`config.mk`:
```
export PLATFORM = sky130hd
export DESIGN_NAME = adder_share_arb_flat
export DESIGN_NICKNAME = d
export VERILOG_FILES = /design/src/rtl/adder_share_arb_if.sv /design/src/rtl/adder_share_arb.sv /design/src/flat_wrapper.sv
export SDC_FILE = /design/constraint.sdc
export NUM_CORES = 1
export LEC_CHECK = 0
export CORE_AREA = 2 2 124 126
export DETAILED_ROUTE_END_ITERATION = 10
export DIE_AREA = 0 0 126 128
export GPL_ROUTABILITY_DRIVEN = 0
export PLACE_DENSITY = 0.78
export RECOVER_POWER = 50
export SLEW_MARGIN = 20
export SYNTH_ARGS = -nofsm -noshare
export SYNTH_HDL_FRONTEND = slang
export SYNTH_SLANG_ARGS = --single-unit
```
`constraint.sdc`:
```
create_clock -name clk -period 7.5 [get_ports clk]
set_clock_uncertainty 0.05 [all_clocks]
set_input_delay 1.875 -clock clk [delete_from_list [all_inputs] [get_ports clk]]
set_output_delay 1.875 -clock clk [all_outputs]
set_load 0.01 [all_outputs]
```
`src/rtl/adder_share_arb_if.sv`:
```
// Request/response bundle for the shared adder arbiter.
// master = clients + consumer, slave = arbiter.
interface adder_share_arb_if #(
  parameter int NUM_REQ = 4,
  parameter int WIDTH   = 32
);
  localparam int ID_W =
    (NUM_REQ > 1) ? $clog2(NUM_REQ) : 1;

  logic [NUM_REQ-1:0]       req_valid;
  logic [NUM_REQ-1:0]       req_ready;
  logic [NUM_REQ*WIDTH-1:0] req_a;
  logic [NUM_REQ*WIDTH-1:0] req_b;
  logic                     rsp_valid;
  logic                     rsp_ready;
  logic [WIDTH:0]           rsp_sum;
  logic [ID_W-1:0]          rsp_id;

  modport master (
    output req_valid,
    output req_a,
    output req_b,
    output rsp_ready,
    input  req_ready,
    input  rsp_valid,
    input  rsp_sum,
    input  rsp_id
  );

  modport slave (
    input  req_valid,
    input  req_a,
    input  req_b,
    input  rsp_ready,
    output req_ready,
    output rsp_valid,
    output rsp_sum,
    output rsp_id
  );
endinterface

```
`src/rtl/adder_share_arb.sv`:
```
// Round-robin arbiter sharing one WIDTH-bit adder
// among NUM_REQ clients, with a one-deep result register.
module adder_share_arb #(
  parameter int NUM_REQ = 4,
  parameter int WIDTH   = 32
) (
  input  logic             clk,
  input  logic             rst,
  adder_share_arb_if.slave bus,
  output logic [15:0]      carry_cnt,
  output logic             busy
);
  localparam int ID_W =
    (NUM_REQ > 1) ? $clog2(NUM_REQ) : 1;

  typedef enum logic {
    EMPTY = 1'b0,
    FULL  = 1'b1
  } state_t;

  state_t             state;
  logic [ID_W-1:0]    ptr;
  logic [ID_W-1:0]    gnt;
  logic [ID_W-1:0]    ptr_nxt;
  logic               found;
  logic               free;
  logic               take;
  logic               rsp_hs;
  logic [NUM_REQ-1:0] ready;
  logic [WIDTH-1:0]   a_sel;
  logic [WIDTH-1:0]   b_sel;
  logic [WIDTH:0]     sum_d;
  logic [WIDTH:0]     sum_q;
  logic [ID_W-1:0]    id_q;

  // first valid requester scanning upward from ptr, wrapping
  always_comb begin
    int j;
    j     = 0;
    gnt   = '0;
    found = 1'b0;
    for (int k = 0; k < NUM_REQ; k++) begin
      j = int'(ptr) + k;
      if (j >= NUM_REQ)
        j = j - NUM_REQ;
      if (!found && bus.req_valid[j]) begin
        found = 1'b1;
        gnt   = ID_W'(j);
      end
    end
  end

  assign rsp_hs = bus.rsp_valid && bus.rsp_ready;
  assign free   = (state == EMPTY) || rsp_hs;

  // one-hot accept for the winner when the slot can take it
  always_comb begin
    ready = '0;
    if (!rst && free && found)
      ready[gnt] = 1'b1;
  end

  assign bus.req_ready = ready;
  assign take = |(bus.req_valid & ready);

  assign a_sel = bus.req_a[int'(gnt)*WIDTH +: WIDTH];
  assign b_sel = bus.req_b[int'(gnt)*WIDTH +: WIDTH];
  assign sum_d = {1'b0, a_sel} + {1'b0, b_sel};

  assign ptr_nxt =
    (gnt == ID_W'(NUM_REQ - 1)) ? '0 : gnt + 1'b1;

  // result slot FSM, rr pointer and carry counter
  always_ff @(posedge clk) begin
    if (rst) begin
      state     <= EMPTY;
      sum_q     <= '0;
      id_q      <= '0;
      ptr       <= '0;
      carry_cnt <= '0;
    end else begin
      if (rsp_hs && sum_q[WIDTH] &&
          carry_cnt != 16'hFFFF)
        carry_cnt <= carry_cnt + 16'd1;
      if (take) begin
        state <= FULL;
        sum_q <= sum_d;
        id_q  <= gnt;
        ptr   <= ptr_nxt;
      end else if (rsp_hs) begin
        state <= EMPTY;
      end
    end
  end

  assign bus.rsp_valid = (state == FULL);
  assign bus.rsp_sum   = sum_q;
  assign bus.rsp_id    = id_q;
  assign busy = bus.rsp_valid || (|bus.req_valid);

endmodule

```
`src/flat_wrapper.sv`:
```
// flat-port wrapper written by rule: the top's interface ports become plain ports
module adder_share_arb_flat 
#(
  parameter int NUM_REQ = 4,
  parameter int WIDTH   = 32
)
  (clk, rst, carry_cnt, busy, bus_req_valid, bus_req_a, bus_req_b, bus_rsp_ready, bus_req_ready, bus_rsp_valid, bus_rsp_sum, bus_rsp_id);
  adder_share_arb_if #(.NUM_REQ(NUM_REQ), .WIDTH(WIDTH)) bus_i ();
  input  logic clk;
  input  logic rst;
  output logic [15:0] carry_cnt;
  output logic busy;
  input wire logic [$bits(bus_i.req_valid)-1:0] bus_req_valid;
  input wire logic [$bits(bus_i.req_a)-1:0] bus_req_a;
  input wire logic [$bits(bus_i.req_b)-1:0] bus_req_b;
  input wire logic [$bits(bus_i.rsp_ready)-1:0] bus_rsp_ready;
  output wire logic [$bits(bus_i.req_ready)-1:0] bus_req_ready;
  output wire logic [$bits(bus_i.rsp_valid)-1:0] bus_rsp_valid;
  output wire logic [$bits(bus_i.rsp_sum)-1:0] bus_rsp_sum;
  output wire logic [$bits(bus_i.rsp_id)-1:0] bus_rsp_id;
  assign bus_i.req_valid = bus_req_valid;
  assign bus_i.req_a = bus_req_a;
  assign bus_i.req_b = bus_req_b;
  assign bus_i.rsp_ready = bus_rsp_ready;
  assign bus_req_ready = bus_i.req_ready;
  assign bus_rsp_valid = bus_i.rsp_valid;
  assign bus_rsp_sum = bus_i.rsp_sum;
  assign bus_rsp_id = bus_i.rsp_id;
  adder_share_arb #(.NUM_REQ(NUM_REQ), .WIDTH(WIDTH)) u_core (.clk(clk), .rst(rst), .bus(bus_i), .carry_cnt(carry_cnt), .busy(busy));
endmodule
```
After elaboration in Yosys (flattened, before gate mapping)

Cells that the tools add are included.
Widths: inputs -> output; s select.

Input bits: 263
Logic and storage cells: 79
RAM bits: 0
Memories kept: 0
Flip-flop bits (word level): 54
Bits in latches: 0
Memory bits (read-only): 0

Shift-type cells: 2
$lt $le $gt $ge: 10
Divide/modulo/power cells: 0
Mux-type cells: 30
Equality and inequality tests: 2
$add $sub $neg: 10
Multipliers: 0
Bitwise logic cells: 2
Reduce and logical (&&, ||, !) cells: 18

Operators by type and width:

| operator              | count |
|---|---|
| $shiftx 128x8->32     | 2 |
| $lt 32x4->1 const B   | 4 |
| $mux 32               | 4 |
| $ge 32x4->1 const B   | 3 |
| $sub 32x4->32 const B | 3 |
| $add 32x32->33        | 1 |
| $add 16x1->16 const B | 1 |
| $ne 16x16->1 const B  | 1 |
| $mux 1                | 15 |
| $mux 2                | 5 |
| $logic_and 1x1->1     | 9 |
| $bmux 1 s2            | 4 |
| $reduce_or 4->1       | 2 |
| $add 2x2->3 const B   | 2 |
| $and 4x4->4           | 1 |
| $logic_not 1->1       | 4 |
| $mux 4                | 1 |
| $sub 2x3->4 const B   | 1 |
| $add 2x1->3 const B   | 1 |
| $ge 2x3->1 const B    | 1 |
| $lt 2x3->1 const B    | 1 |
| $add 2x1->2 const B   | 1 |
| $demux 1 s2           | 1 |
| $eq 2x2->1 const B    | 1 |
| other kinds (4)       | 5 |

Depth between registers and ports, before layout

Gate-level depths: netlist (run 1).

Depth after elaboration: 23
Depth in mapped cells: 18
Gate-level depth less buffers: 16

Least setup slack after synthesis (run 1)

No wires, ideal clock.

Kind: input-to-reg
From: input port bus_req_valid[0]
To: register u_core.sum_q[24], in the netlist u_core.bus.rsp_sum[24]
Cell stages on the path: 18
Arrival: 5.099 ns
Data required time: 7.335 ns
Setup slack: 2.236 ns
Path buffers: 3
Cells stage by stage: a21oi_1 -> o21a_1 -> o22ai_1 -> inv_1 -> clkbuf_1 -> clkbuf_1 -> nand2_1 -> and3_1 -> a31oi_1 -> ha_1 -> buf_6 -> a21oi_4 -> nand2_1 -> a221o_1 -> a221o_1 -> o21a_1 -> or3_1 -> a31o_1

Cells in the longest elaborated chain, start to end: 20
Elaborated cells on any way between the ends: 38

Ends and longest elaborated chain:

| item                                                                | RTL line              | RTL |
|---|---|---|
| start, declared                                                     | flat_wrapper.sv:13    | `input wire logic [$bits(bus_i.req_valid)-1:0] bus_req_valid;` |
| parallel branches: the longest is 20 deep, another holds $bmux 1 s2 | -                     |  |
| end signal, assigned                                                | adder_share_arb.sv:87 | `sum_q <= sum_d;` |
| end, declared                                                       | adder_share_arb.sv:33 | `logic [WIDTH:0] sum_q;` |

Several ways; the timed one is not identified. The select of a mux whose other input is x is not followed.
A chain may end at the register's enable or synchronous reset.

Final worst setup path (run 1)

From: input port bus_req_valid[0]
To: output port bus_req_ready[2]

Cells in the longest elaborated chain, start to end: 18
Elaborated cells on any way between the ends: 33

Ends and longest elaborated chain:

| item                                                           | RTL line              | RTL |
|---|---|---|
| $bmux 1 s2                                                     | adder_share_arb.sv:46 | `if (!found && bus.req_valid[j]) begin` |
| $mux 1 (not written as such) (2 in a row)                      | adder_share_arb.sv:46 |  |
| $mux 1                                                         | adder_share_arb.sv:46 |  |
| $logic_not 1->1                                                | adder_share_arb.sv:46 |  |
| $logic_and 1x1->1                                              | adder_share_arb.sv:46 |  |
| $mux 1                                                         | adder_share_arb.sv:46 |  |
| $logic_not 1->1                                                | adder_share_arb.sv:46 |  |
| $logic_and 1x1->1                                              | adder_share_arb.sv:46 |  |
| $mux 1                                                         | adder_share_arb.sv:46 |  |
| $logic_not 1->1                                                | adder_share_arb.sv:46 |  |
| $logic_and 1x1->1                                              | adder_share_arb.sv:46 |  |
| $mux 2                                                         | adder_share_arb.sv:46 |  |
| $lt 2x3->1 (not written as such) or $ge 2x1->1 (tied branches) | adder_share_arb.sv:60 | `ready[gnt] = 1'b1;` |
| $logic_and 1x1->1 (not written as such)                        | adder_share_arb.sv:60 |  |
| $mux 1 (not written as such)                                   | adder_share_arb.sv:60 |  |
| $demux 1 s2                                                    | -                     |  |
| $mux 4 *                                                       | adder_share_arb.sv:59 | `if (!rst && free && found)` |
| end, declared                                                  | flat_wrapper.sv:17    | `output wire logic [$bits(bus_i.req_ready)-1:0] bus_req_ready;` |

Every way passes the cells marked *; elsewhere a longest branch is shown, timed or not. The select of a mux whose other input is x is not followed.

==> results of run 1 <==
[logic make-up (layout without fill, tap and decap cells)]
family          Yosys count  in the layout  synth area share, %
mux                       4              4               0.6812
compound gates          217            217                24.24
flops                    54             54                18.39
xor+xnor                 32             32                4.768
simple gates            509            509                38.66
fa+ha+maj                38             38                8.216
buf+inv                  72            346                5.045
[cell usage after synthesis (all sizes together), types with 3 or more instances]
library cell / count / area (um^2)
nand2: 323 / 1212
a31oi: 75 / 469.2
and3: 74 / 462.9
dfxtp: 54 / 1081
a21oi: 49 / 279.0
clkbuf: 49 / 183.9
ha: 37 / 462.9
nor2: 35 / 131.4
o21ai: 29 / 148.9
xor2: 22 / 192.7
nand3: 20 / 100.1
a21o: 14 / 105.1
buf: 14 / 78.82
nor3: 12 / 60.06
xnor2: 10 / 87.58
inv: 9 / 33.78
nand4: 8 / 50.05
o21a: 8 / 60.06
o211ai: 7 / 52.55
a211oi: 6 / 45.04
and2: 6 / 37.54
or3: 6 / 37.54
a221o: 5 / 50.05
o31ai: 5 / 47.54
mux2i: 4 / 40.04
nand2b: 4 / 25.02
and4: 3 / 26.28
nand3b: 3 / 22.52
nor3b: 3 / 22.52
nor4: 3 / 18.77
or2: 3 / 18.77
[flip-flops by register name, summed over array words and instances (netlist names)]
name and cells:
u_core.bus.rsp_sum 33, u_core.carry_cnt 16, u_core.bus.rsp_id 2, u_core.ptr 2
u_core.bus.rsp_valid 1
[metal layers]
| metal | vias up | global-route usage (%) | wire length (um) |
|---|---|---|---|
| met3 | 31 | 4.215 | 1514 |
| met2 | 311 | 44.15 | 10450 |
| met1 | 3363 | 35.40 | 9870 |
| met4 | 0 | 7.240 | 474 |
| met5 | - | 0 | 0 |
| li1 | 3805 | - | - |
[where the power goes]
group / switching (W) / internal (W) / leakage [nW] / total, W
clock network: 0.000111 / 0.000125 / 0.0664 / 0.000236
logic: 0.000705 / 0.000585 / 3.52 / 0.00129
registers: 0.0000328 / 0.000342 / 0.440 / 0.000375
[stage by stage]
step	cell area, um^2	setup slack [ps]
after detailed placement	9153	1147
after CTS	9301	1136
after global placement	9153	1220
final	9296	1154
after floorplan	5878	2236
after global routing	9296	978.2
[final cells by class]
class / count / area, um^2
Fill cell: 1419 / 5568
Clock inverter: 3 / 23.77
Sequential cell: 54 / 1081
Multi-Input combinational cell: 800 / 4514
Inverter: 9 / 36.28
Tap cell: 188 / 235.2
Clock buffer: 5 / 125.1
Timing Repair Buffer: 329 / 3281
[final timing paths]
path / startpoint / end / cells after the start / slack, ps
worst max register to register: u_core.ptr[1] / u_core.bus.rsp_sum[32] / 15 / 3100
worst min register to register: u_core.bus.rsp_sum[9] / u_core.bus.rsp_sum[9] / 2 / 400
worst max-delay path: bus_req_valid[0] / bus_req_ready[2] / 8 / 1150
worst min-delay path: u_core.bus.rsp_sum[9] / u_core.bus.rsp_sum[9] / 2 / 400
[critical path, cell delays in order]
cell and delay (ps):
sky130_fd_sc_hd__clkdlybuf4s50_1 530, sky130_fd_sc_hd__a21oi_1 190, sky130_fd_sc_hd__o21a_1 170, sky130_fd_sc_hd__o22ai_4 100, sky130_fd_sc_hd__inv_4 590, sky130_fd_sc_hd__ha_1 310, sky130_fd_sc_hd__and2_1 130, sky130_fd_sc_hd__clkdlybuf4s50_1 530
==> impl_metrics.yaml, run 1 <==
global_routing:
  grt.overflow.total: 0
  grt_first_pass_wirelength_um: 35390
  grt_usage_pct: 26.41
  number_of_global_route_vias_before_repair: 7005
  initial_antenna_violation_count: 0
  grt_start_max_net_pins: 131
synthesis:
  yosysSeqAreaShare_pct: 18.39
  ys_types: 59
  netlist_area_mm2: 0.005878
  synth_nets: 1227
  synth.avg_cell_area_um2: 6.348
  synth-main-ff-cell: "sky130_fd_sc_hd__dfxtp_1"
  post_synthesis_register_bit_count: 54
  synthesis.instances: 926
  synth_async_sr_flop_share_pct: 0
  number_of_enable_type_register_cells_in_the_synthesized_netlist: 0
  yosysWarnings: 0
cts:
  postCtsResizedCells: 0
  post_cts.repair.setup_buffers: 0
  cell_at_the_root_of_the_clock_tree: "sky130_fd_sc_hd__clkbuf_16"
  cts-hold-fix-buffers: 0
  clock_latency_on_the_worst_skew_pair_ps: 290
  htree_num_levels: 2
  cts-root-to-sink-buffers: 2
  clkSlewWorstSetupHoldPaths_ps: 70
  numCtsBuffers: 5
  cts_num_sinks: 54
  tritoncts_clock_tree: "done"
layout:
  antenna_cells: 0
  drive_above_1_share_pct: 2.833
  design.final.nets: 1500
  syn2layout_area_growth_pct: 58.15
  fin_util_pct: 62.54
  mostFrequentLayoutCells: "sky130_fd_sc_hd__nand2_1, sky130_fd_sc_hd__clkdlybuf4s50_1, sky130_fd_sc_hd__a31oi_1, sky130_fd_sc_hd__and3_1, sky130_fd_sc_hd__dfxtp_1"
  filler_free_cell_count_of_the_finished_design: 1388
  mostFrequentLayoutCell: "sky130_fd_sc_hd__nand2_1"
power_and_ir_drop:
  total_power_w: 0.001901
  ir_worst_vdd_v: 0.0001658
  power_density_mw_per_mm2: 204.4
  static_leakage_nw: 4.029
setup_path:
  startpoint_type_of_the_worst_setup_path: "input port"
  worst_setup_path_end_kind: "primary output"
  worst-endpoint-required_ps: 5580
  worst-setup-path-type: "input port to primary output"
  arrival_time_worst_endpoint_ps: 4420
  critical_path.max_fanout: 80
detailed_routing:
  via_per_inst: 5.411
  dr_total_vias: 7510
  wl_um: 22310
  wire_per_inst_um: 16.07
  drc: 0
  routed_antenna_nets: 0
  firstDrtPassIters: 5
  drt_iter0_markers: 439
placement:
  placement.io_buffers: 319
  place_inst: 1380
  dp_hpwl_um: 17560
sta:
  final-max-slew-violation-count: 0
  timing.fmax_ghz: 0.1576
  setup_viol: 0
  hold_viol: 0
  finalWorstPathRequiredPeriod_ps: 6346
  setup_repair_after_global_routing_missed_its_margin: "false"
  maxSlewHeadroom_pct: 37.28
  final.setup.tns_ps: 0
  hold_ws_ps: 403.0
  post-route-period-util_pct: 84.61
  worst_slew_pin_slew_ps: 932.8
floorplanning:
  initial_core_util_pct: 39.55
  horizontal_die_dimension_um: 126
  core_area_mm2: 0.01486
  die-area_mm2: 0.01613
  top_level_port_count: 320
  dieHeight_um: 128
  floorplan.rows: 45
flow_run:
  maxCapViolations: 0
worst_hold_path:
  min-delay-path-class: "flop to flop"
run_status:
  result_of_the_run: "completed"
(Power assumes the default switching activity.)
==> inputs of run 2 (changes only) <==
--- a/config.mk
+++ b/config.mk
@@ -5,11 +5,11 @@
 export SDC_FILE = /design/constraint.sdc
 export NUM_CORES = 1
 export LEC_CHECK = 0
-export CORE_AREA = 2 2 124 126
+export CORE_AREA = 2 2 125 127
 export DETAILED_ROUTE_END_ITERATION = 10
-export DIE_AREA = 0 0 126 128
+export DIE_AREA = 0 0 127 129
 export GPL_ROUTABILITY_DRIVEN = 0
-export PLACE_DENSITY = 0.78
+export PLACE_DENSITY = 0.77
 export RECOVER_POWER = 50
 export SLEW_MARGIN = 20
 export SYNTH_ARGS = -nofsm -noshare
==> constraint.sdc (replaced) <==
create_clock -name clk -period 6.65 [get_ports clk]
set_clock_uncertainty 0.05 [all_clocks]
set_input_delay 1.6625 -clock clk [delete_from_list [all_inputs] [get_ports clk]]
set_output_delay 1.6625 -clock clk [all_outputs]
set_load 0.01 [all_outputs]
==> run 2 against run 1 <==
Effect of this change:
- the flow now finishes with violations (design-rule violations)
- critical path depth did not move
- utilization fell by 0.39 points
- sequential power rose by 12%
- cell area rose by 0.13%
- wire length rose by 2.8%
- die area rose by 1.6%
- critical path type unchanged
==> impl_metrics.yaml, run 2 (same netlist as run 1, synthesis figures left out) <==
setup_path:
  startpoint_type_of_the_worst_setup_path: "input port"
  worst_setup_path_end_kind: "primary output"
  worst-setup-path-type: "input port to primary output"
  arrival_time_worst_endpoint_ps: 4130
  worstRegToRegCells: 15
  r2r_setup_slack_ps: 2240
  r2r-start: "u_core.ptr[1]"
  critical_path.max_fanout: 75
  crit-reg2reg-capture: "u_core.bus.rsp_sum[32]"
  worst-endpoint-required_ps: 4940
detailed_routing:
  drc: 1
  firstDrtPassIters: 10
  wl_um: 22940
  drt_iter0_markers: 483
  dr_total_vias: 7610
  via_per_inst: 5.483
  routed_antenna_nets: 0
  wire_per_inst_um: 16.53
worst_hold_path:
  min-delay-path-class: "flop to flop"
  hold_depth: 2
  min-delay-start: "u_core.bus.rsp_sum[1]"
  min_delay_worst_endpoint: "u_core.bus.rsp_sum[1]"
floorplanning:
  core_area_mm2: 0.01498
  die-area_mm2: 0.01638
  floorplan.rows: 45
  initial_core_util_pct: 39.25
  horizontal_die_dimension_um: 127
  top_level_port_count: 320
  dieHeight_um: 129
cts:
  post_cts.repair.setup_buffers: 0
  cts-hold-fix-buffers: 0
  cts_num_sinks: 54
  numCtsBuffers: 5
  tritoncts_clock_tree: "done"
  postCtsResizedCells: 0
  clkSlewWorstSetupHoldPaths_ps: 70
  clock_latency_on_the_worst_skew_pair_ps: 300
  cell_at_the_root_of_the_clock_tree: "sky130_fd_sc_hd__clkbuf_16"
  htree_num_levels: 2
  cts-root-to-sink-buffers: 2
global_routing:
  gr-usage-met3_pct: 5.281
  grt.overflow.total: 0
  number_of_global_route_vias_before_repair: 6974
  gr-usage-met2_pct: 45.54
  grt_start_max_net_pins: 131
  grt-busiest-layer: "met2"
  grt_first_pass_wirelength_um: 36430
  initial_antenna_violation_count: 1
  groute.layer.met1.usage_pct: 36.26
  grt_usage_pct: 27.17
sta:
  setup_viol: 0
  maxSlewHeadroom_pct: 35.15
  worst_slew_pin_slew_ps: 964.5
  post-route-period-util_pct: 87.85
  final.setup.tns_ps: 0
  setup_repair_after_global_routing_missed_its_margin: "false"
  finalWorstPathRequiredPeriod_ps: 5842
  timing.fmax_ghz: 0.1712
  hold_viol: 0
  final-max-slew-violation-count: 0
placement:
  dp_hpwl_um: 18120
  detailed_place.area_mm2: 0.009165
  place_inst: 1380
  placement.io_buffers: 319
power_and_ir_drop:
  internal_power_w: 0.001190
  netSwitchingFraction_pct: 45.10
  netSwitchingPower_w: 0.0009773
  ir_worst_vdd_v: 0.0001197
  power.share.sequential_pct: 19.3
  power_density_mw_per_mm2: 232.8
  static_leakage_nw: 4.032
  power.share.combinational_pct: 68.3
  power.share.clock_pct: 12.4
layout:
  largest_register_ff_count: 33
  syn2layout_area_growth_pct: 58.37
  mostFrequentLayoutCells: "sky130_fd_sc_hd__nand2_1, sky130_fd_sc_hd__clkdlybuf4s50_1, sky130_fd_sc_hd__a31oi_1, sky130_fd_sc_hd__and3_1, sky130_fd_sc_hd__dfxtp_1"
  fin_util_pct: 62.16
  filler_free_cell_count_of_the_finished_design: 1388
  drive_above_1_share_pct: 2.833
  design.final.nets: 1500
  mostFrequentLayoutCell: "sky130_fd_sc_hd__nand2_1"
  multiInputGateArea_mm2: 0.004514
  register_area_mm2: 0.001081
  fillers: 1432
  stdcell_area_mm2: 0.009309
  antenna_cells: 0
run_status:
  failed_checks: "design-rule violations"
  result_of_the_run: "complete, but fails checks"
flow_run:
  maxCapViolations: 0
-- run 2: area by class of cell --
class	instances	share of cell area, %
sequential	54	11.61
tap	188	2.527
clock buffer	5	1.344
inverter	9	0.3898
clock inverter	3	0.2554
multi-input combinational	800	48.49
timing repair buffer	329	35.38
-- run 2: routing by layer --
metal | vias to the layer above | part of all wire, %
met5 | - | 0.057
met4 | 2 | 1.9
met3 | 31 | 8.1
met2 | 317 | 47
met1 | 3453 | 43
li1 | 3807 | -
-- run 2: power by group through the flow --
stage	Sequential [W]	Combinational [W]	Clock [W]
CTS	0.000422	0.00148	0.000273
global placement	0.000427	0.00146	0
finish	0.000419	0.00148	0.000268
detailed placement	0.000429	0.00148	0
floorplan	0.000451	0.000909	0
global route	0.000427	0.00163	0.000288
-- run 2: worst max-delay path, stage by stage --
cell                              delay, ps
sky130_fd_sc_hd__clkdlybuf4s50_1        500
sky130_fd_sc_hd__a21oi_1                180
sky130_fd_sc_hd__o21a_1                 160
sky130_fd_sc_hd__o22ai_4                100
sky130_fd_sc_hd__inv_4                  550
sky130_fd_sc_hd__ha_1                   310
sky130_fd_sc_hd__and2_1                 130
sky130_fd_sc_hd__clkdlybuf4s50_1        530
-- run 2: through the flow --
stage	hold slack [ps]	setup WS (ps)	power, W
finish	402.0	807.9	0.002167
global route	427.2	434.9	0.002340
CTS	404.1	774.7	0.002176
detailed placement	394.2	626.6	0.001904
global placement	389.0	699.9	0.001886
floorplan	426.1	1598	0.001360
-- run 2: worst max-delay path by stage --
stage	slack [ps]	from	cells after the start	endpoint
after CTS	770	bus_req_valid[0]	8	bus_req_ready[3]
after floorplan	1600	bus_req_valid[0]	18	u_core.bus.rsp_sum[24]
after global placement	700	bus_req_valid[0]	17	u_core.bus.rsp_sum[24]
after detailed placement	630	bus_req_valid[0]	17	u_core.bus.rsp_sum[23]
after global routing	430	bus_req_valid[0]	17	u_core.bus.rsp_sum[23]
final	810	bus_req_valid[0]	8	bus_req_ready[3]
==> inputs of run 3 (changes only) <==
--- a/config.mk
+++ b/config.mk
@@ -5,11 +5,12 @@
 export SDC_FILE = /design/constraint.sdc
 export NUM_CORES = 1
 export LEC_CHECK = 0
-export CORE_AREA = 2 2 125 127
+export CELL_PAD_IN_SITES_DETAIL_PLACEMENT = 1
+export CELL_PAD_IN_SITES_GLOBAL_PLACEMENT = 2
+export CORE_AREA = 2 2 179 181
 export DETAILED_ROUTE_END_ITERATION = 10
-export DIE_AREA = 0 0 127 129
-export GPL_ROUTABILITY_DRIVEN = 0
-export PLACE_DENSITY = 0.77
+export DIE_AREA = 0 0 181 183
+export PLACE_DENSITY = 0.76
 export RECOVER_POWER = 50
 export SLEW_MARGIN = 20
 export SYNTH_ARGS = -nofsm -noshare
==> run 3 against run 2 <==
Effect of this change:
- the run now ends clean
- global-route usage is 10 points lower
- worst hold slack hardly changed
- cell area is 3.4% higher
- sequential cell count stayed put
- first-iteration DRC count is 41% lower
- register-to-register slack worse by 140 ps
- non-clock buffer count is 7 higher
- critical path depth is 9 higher
- die area is 100% higher
- cell count is 16% higher
- total power is 3.4% higher
==> impl_metrics.yaml, run 3 (same netlist as run 1, synthesis figures left out) <==
run_status:
  result_of_the_run: "completed"
flow_run:
  maxCapViolations: 0
layout:
  mostFrequentLayoutCell: "sky130_fd_sc_hd__nand2_1"
  register_area_mm2: 0.001081
  filler_free_cell_count_of_the_finished_design: 1609
  syn2layout_area_growth_pct: 63.81
  fillers: 3897
  antenna_cells: 0
  multiInputGateArea_mm2: 0.004517
  design.final.nets: 1507
  stdcell_area_mm2: 0.009629
  drive_above_1_share_pct: 3.480
  largest_register_ff_count: 33
  mostFrequentLayoutCells: "sky130_fd_sc_hd__nand2_1, sky130_fd_sc_hd__clkdlybuf4s50_1, sky130_fd_sc_hd__a31oi_1, sky130_fd_sc_hd__and3_1, sky130_fd_sc_hd__dfxtp_1"
global_routing:
  gr-usage-met2_pct: 28.72
  gr-usage-met3_pct: 2.641
  grt-busiest-layer: "met2"
  grt_start_max_net_pins: 76
  groute.layer.met1.usage_pct: 22.64
  grt_usage_pct: 16.73
  initial_antenna_violation_count: 0
  grt_first_pass_wirelength_um: 44170
  grt.overflow.total: 0
  number_of_global_route_vias_before_repair: 7732
floorplanning:
  horizontal_die_dimension_um: 181
  die-area_mm2: 0.03312
  initial_core_util_pct: 18.82
  core_area_mm2: 0.03123
  top_level_port_count: 320
  dieHeight_um: 183
  floorplan.rows: 65
setup_path:
  worst_setup_path_end_kind: "flop"
  path_cells: "clkdlybuf4s50_1 -> a21oi_1 -> o21a_1 -> o22ai_4 -> buf_4 -> nand2_1 -> and3_1 -> a31oi_1 -> ha_1 -> fa_1 -> a21o_1 -> a221o_1 -> nand4_1 -> a211oi_1 -> o31ai_1 -> o31a_1 -> nor3_1"
  critPathTopFamily: "compound AO/OA/AOI/OAI gates"
  cp_num_buf_inv: 2
  cp_slowest_cell: "sky130_fd_sc_hd__clkdlybuf4s50_1"
  timing.critical_path.slowest_cell_delay_ps: 580
  worst-endpoint-required_ps: 6810
  startpoint_type_of_the_worst_setup_path: "input port"
  worst-setup-path-type: "input port to flop"
  arrival_time_worst_endpoint_ps: 6180
  critical_path.max_fanout: 55
power_and_ir_drop:
  ir_worst_vdd_v: 0.00009947
  total_power_w: 0.002241
  static_leakage_nw: 4.083
  power_density_mw_per_mm2: 232.7
detailed_routing:
  wl_um: 28940
  routed_antenna_nets: 0
  drc: 0
  wire_per_inst_um: 17.99
  via_per_inst: 4.724
  drt_iter0_markers: 287
  firstDrtPassIters: 4
  dr_total_vias: 7601
cts:
  clkSlewWorstSetupHoldPaths_ps: 70
  cts-hold-fix-buffers: 0
  tritoncts_clock_tree: "done"
  clock_latency_on_the_worst_skew_pair_ps: 290
  post_cts.repair.setup_buffers: 0
  postCtsResizedCells: 0
  cts_num_sinks: 54
  cell_at_the_root_of_the_clock_tree: "sky130_fd_sc_hd__clkbuf_16"
  numCtsBuffers: 5
  cts-root-to-sink-buffers: 2
  htree_num_levels: 2
placement:
  dp_hpwl_um: 23780
  detailed_place.area_mm2: 0.009483
  gp_congestion: 0.8162
  place_inst: 1601
  pre_cts_ws_ps: 324.6
  placement.io_buffers: 319
sta:
  post-route-period-util_pct: 90.56
  setup_repair_after_global_routing_missed_its_margin: "false"
  hold_viol: 0
  maxSlewHeadroom_pct: 31.81
  worst_slew_pin_slew_ps: 1014
  timing.final.ws_setup_ps: 627.7
  setup_viol: 0
  finalWorstPathRequiredPeriod_ps: 6022
  final-max-slew-violation-count: 0
  timing.fmax_ghz: 0.1660
  final.setup.tns_ps: 0
worst_hold_path:
  min-delay-path-class: "flop to flop"
## run 3: changes by cell type in the layout (fill, tap and decap cells not counted)
| cell | before | now |
|---|---|---|
| sky130_fd_sc_hd__clkdlybuf4s50_1 | 273 | 270 |
| sky130_fd_sc_hd__clkbuf_8 | 0 | 1 |
| sky130_fd_sc_hd__nand2_1 | 323 | 322 |
| sky130_fd_sc_hd__buf_4 | 8 | 15 |
| sky130_fd_sc_hd__clkbuf_1 | 0 | 1 |
| sky130_fd_sc_hd__clkinvlp_4 | 2 | 0 |
| sky130_fd_sc_hd__nand2_2 | 0 | 1 |
| sky130_fd_sc_hd__dlygate4sd3_1 | 46 | 48 |
| sky130_fd_sc_hd__buf_2 | 0 | 1 |
## run 3: path summary, 6_finish.rpt
| kind | from | endpoint | slack (ps) | depth (start not counted) |
|---|---|---|---|---|
| worst max-delay path | bus_req_valid[0] | u_core.bus.rsp_sum[32] | 630 | 17 |
| worst min-delay path | u_core.bus.rsp_sum[15] | u_core.bus.rsp_sum[15] | 400 | 2 |
| worst max register to register | u_core.ptr[1] | u_core.bus.rsp_sum[32] | 2100 | 16 |
| worst min register to register | u_core.bus.rsp_sum[15] | u_core.bus.rsp_sum[15] | 400 | 2 |
## run 3: final cells by class
class	instances	area share [%]
Inverter	9	0.3768
Tap cell	402	5.223
Clock inverter	1	0.09096
Sequential cell	54	11.23
Timing Repair Buffer	336	34.69
Multi-Input combinational cell	800	46.91
Clock buffer	7	1.481
## run 3: report_power, final
part / internal, W / leakage (nW) / switching [W]
clock: 0.000152 / 0.0745 / 0.000125
sequential: 0.000386 / 0.440 / 0.0000310
combinational: 0.000674 / 3.57 / 0.000873
total: 0.00121 / 4.08 / 0.00103
## run 3: layer usage
layer	wire length (um)	vias up	share of wire, %
met5	0	-	0
met4	251	0	0.87
met3	1395	12	4.8
met2	13660	206	47
met1	13640	3567	47
li1	-	3816	-
## run 3: metrics by stage
step	utilization, %	hold WS [ps]
floorplan	-	426.1
global placement	30.36	390.4
detailed placement	30.36	394.5
CTS	30.85	404.8
global route	30.83	423.5
finish	30.83	401.7
## run 3: worst register-to-register path: stages, from the launching register on
cell	delay, ps
sky130_fd_sc_hd__dfxtp_1	470
sky130_fd_sc_hd__a21oi_1	110
sky130_fd_sc_hd__o21a_1	200
sky130_fd_sc_hd__o22ai_4	250
sky130_fd_sc_hd__buf_4	530
sky130_fd_sc_hd__nand2_1	140
sky130_fd_sc_hd__and3_1	170
sky130_fd_sc_hd__a31oi_1	260
sky130_fd_sc_hd__ha_1	280
sky130_fd_sc_hd__fa_1	230
sky130_fd_sc_hd__a21o_1	140
sky130_fd_sc_hd__a221o_1	210
sky130_fd_sc_hd__nand4_1	230
sky130_fd_sc_hd__a211oi_1	430
sky130_fd_sc_hd__o31ai_1	200
sky130_fd_sc_hd__o31a_1	360
sky130_fd_sc_hd__nor3_1	180
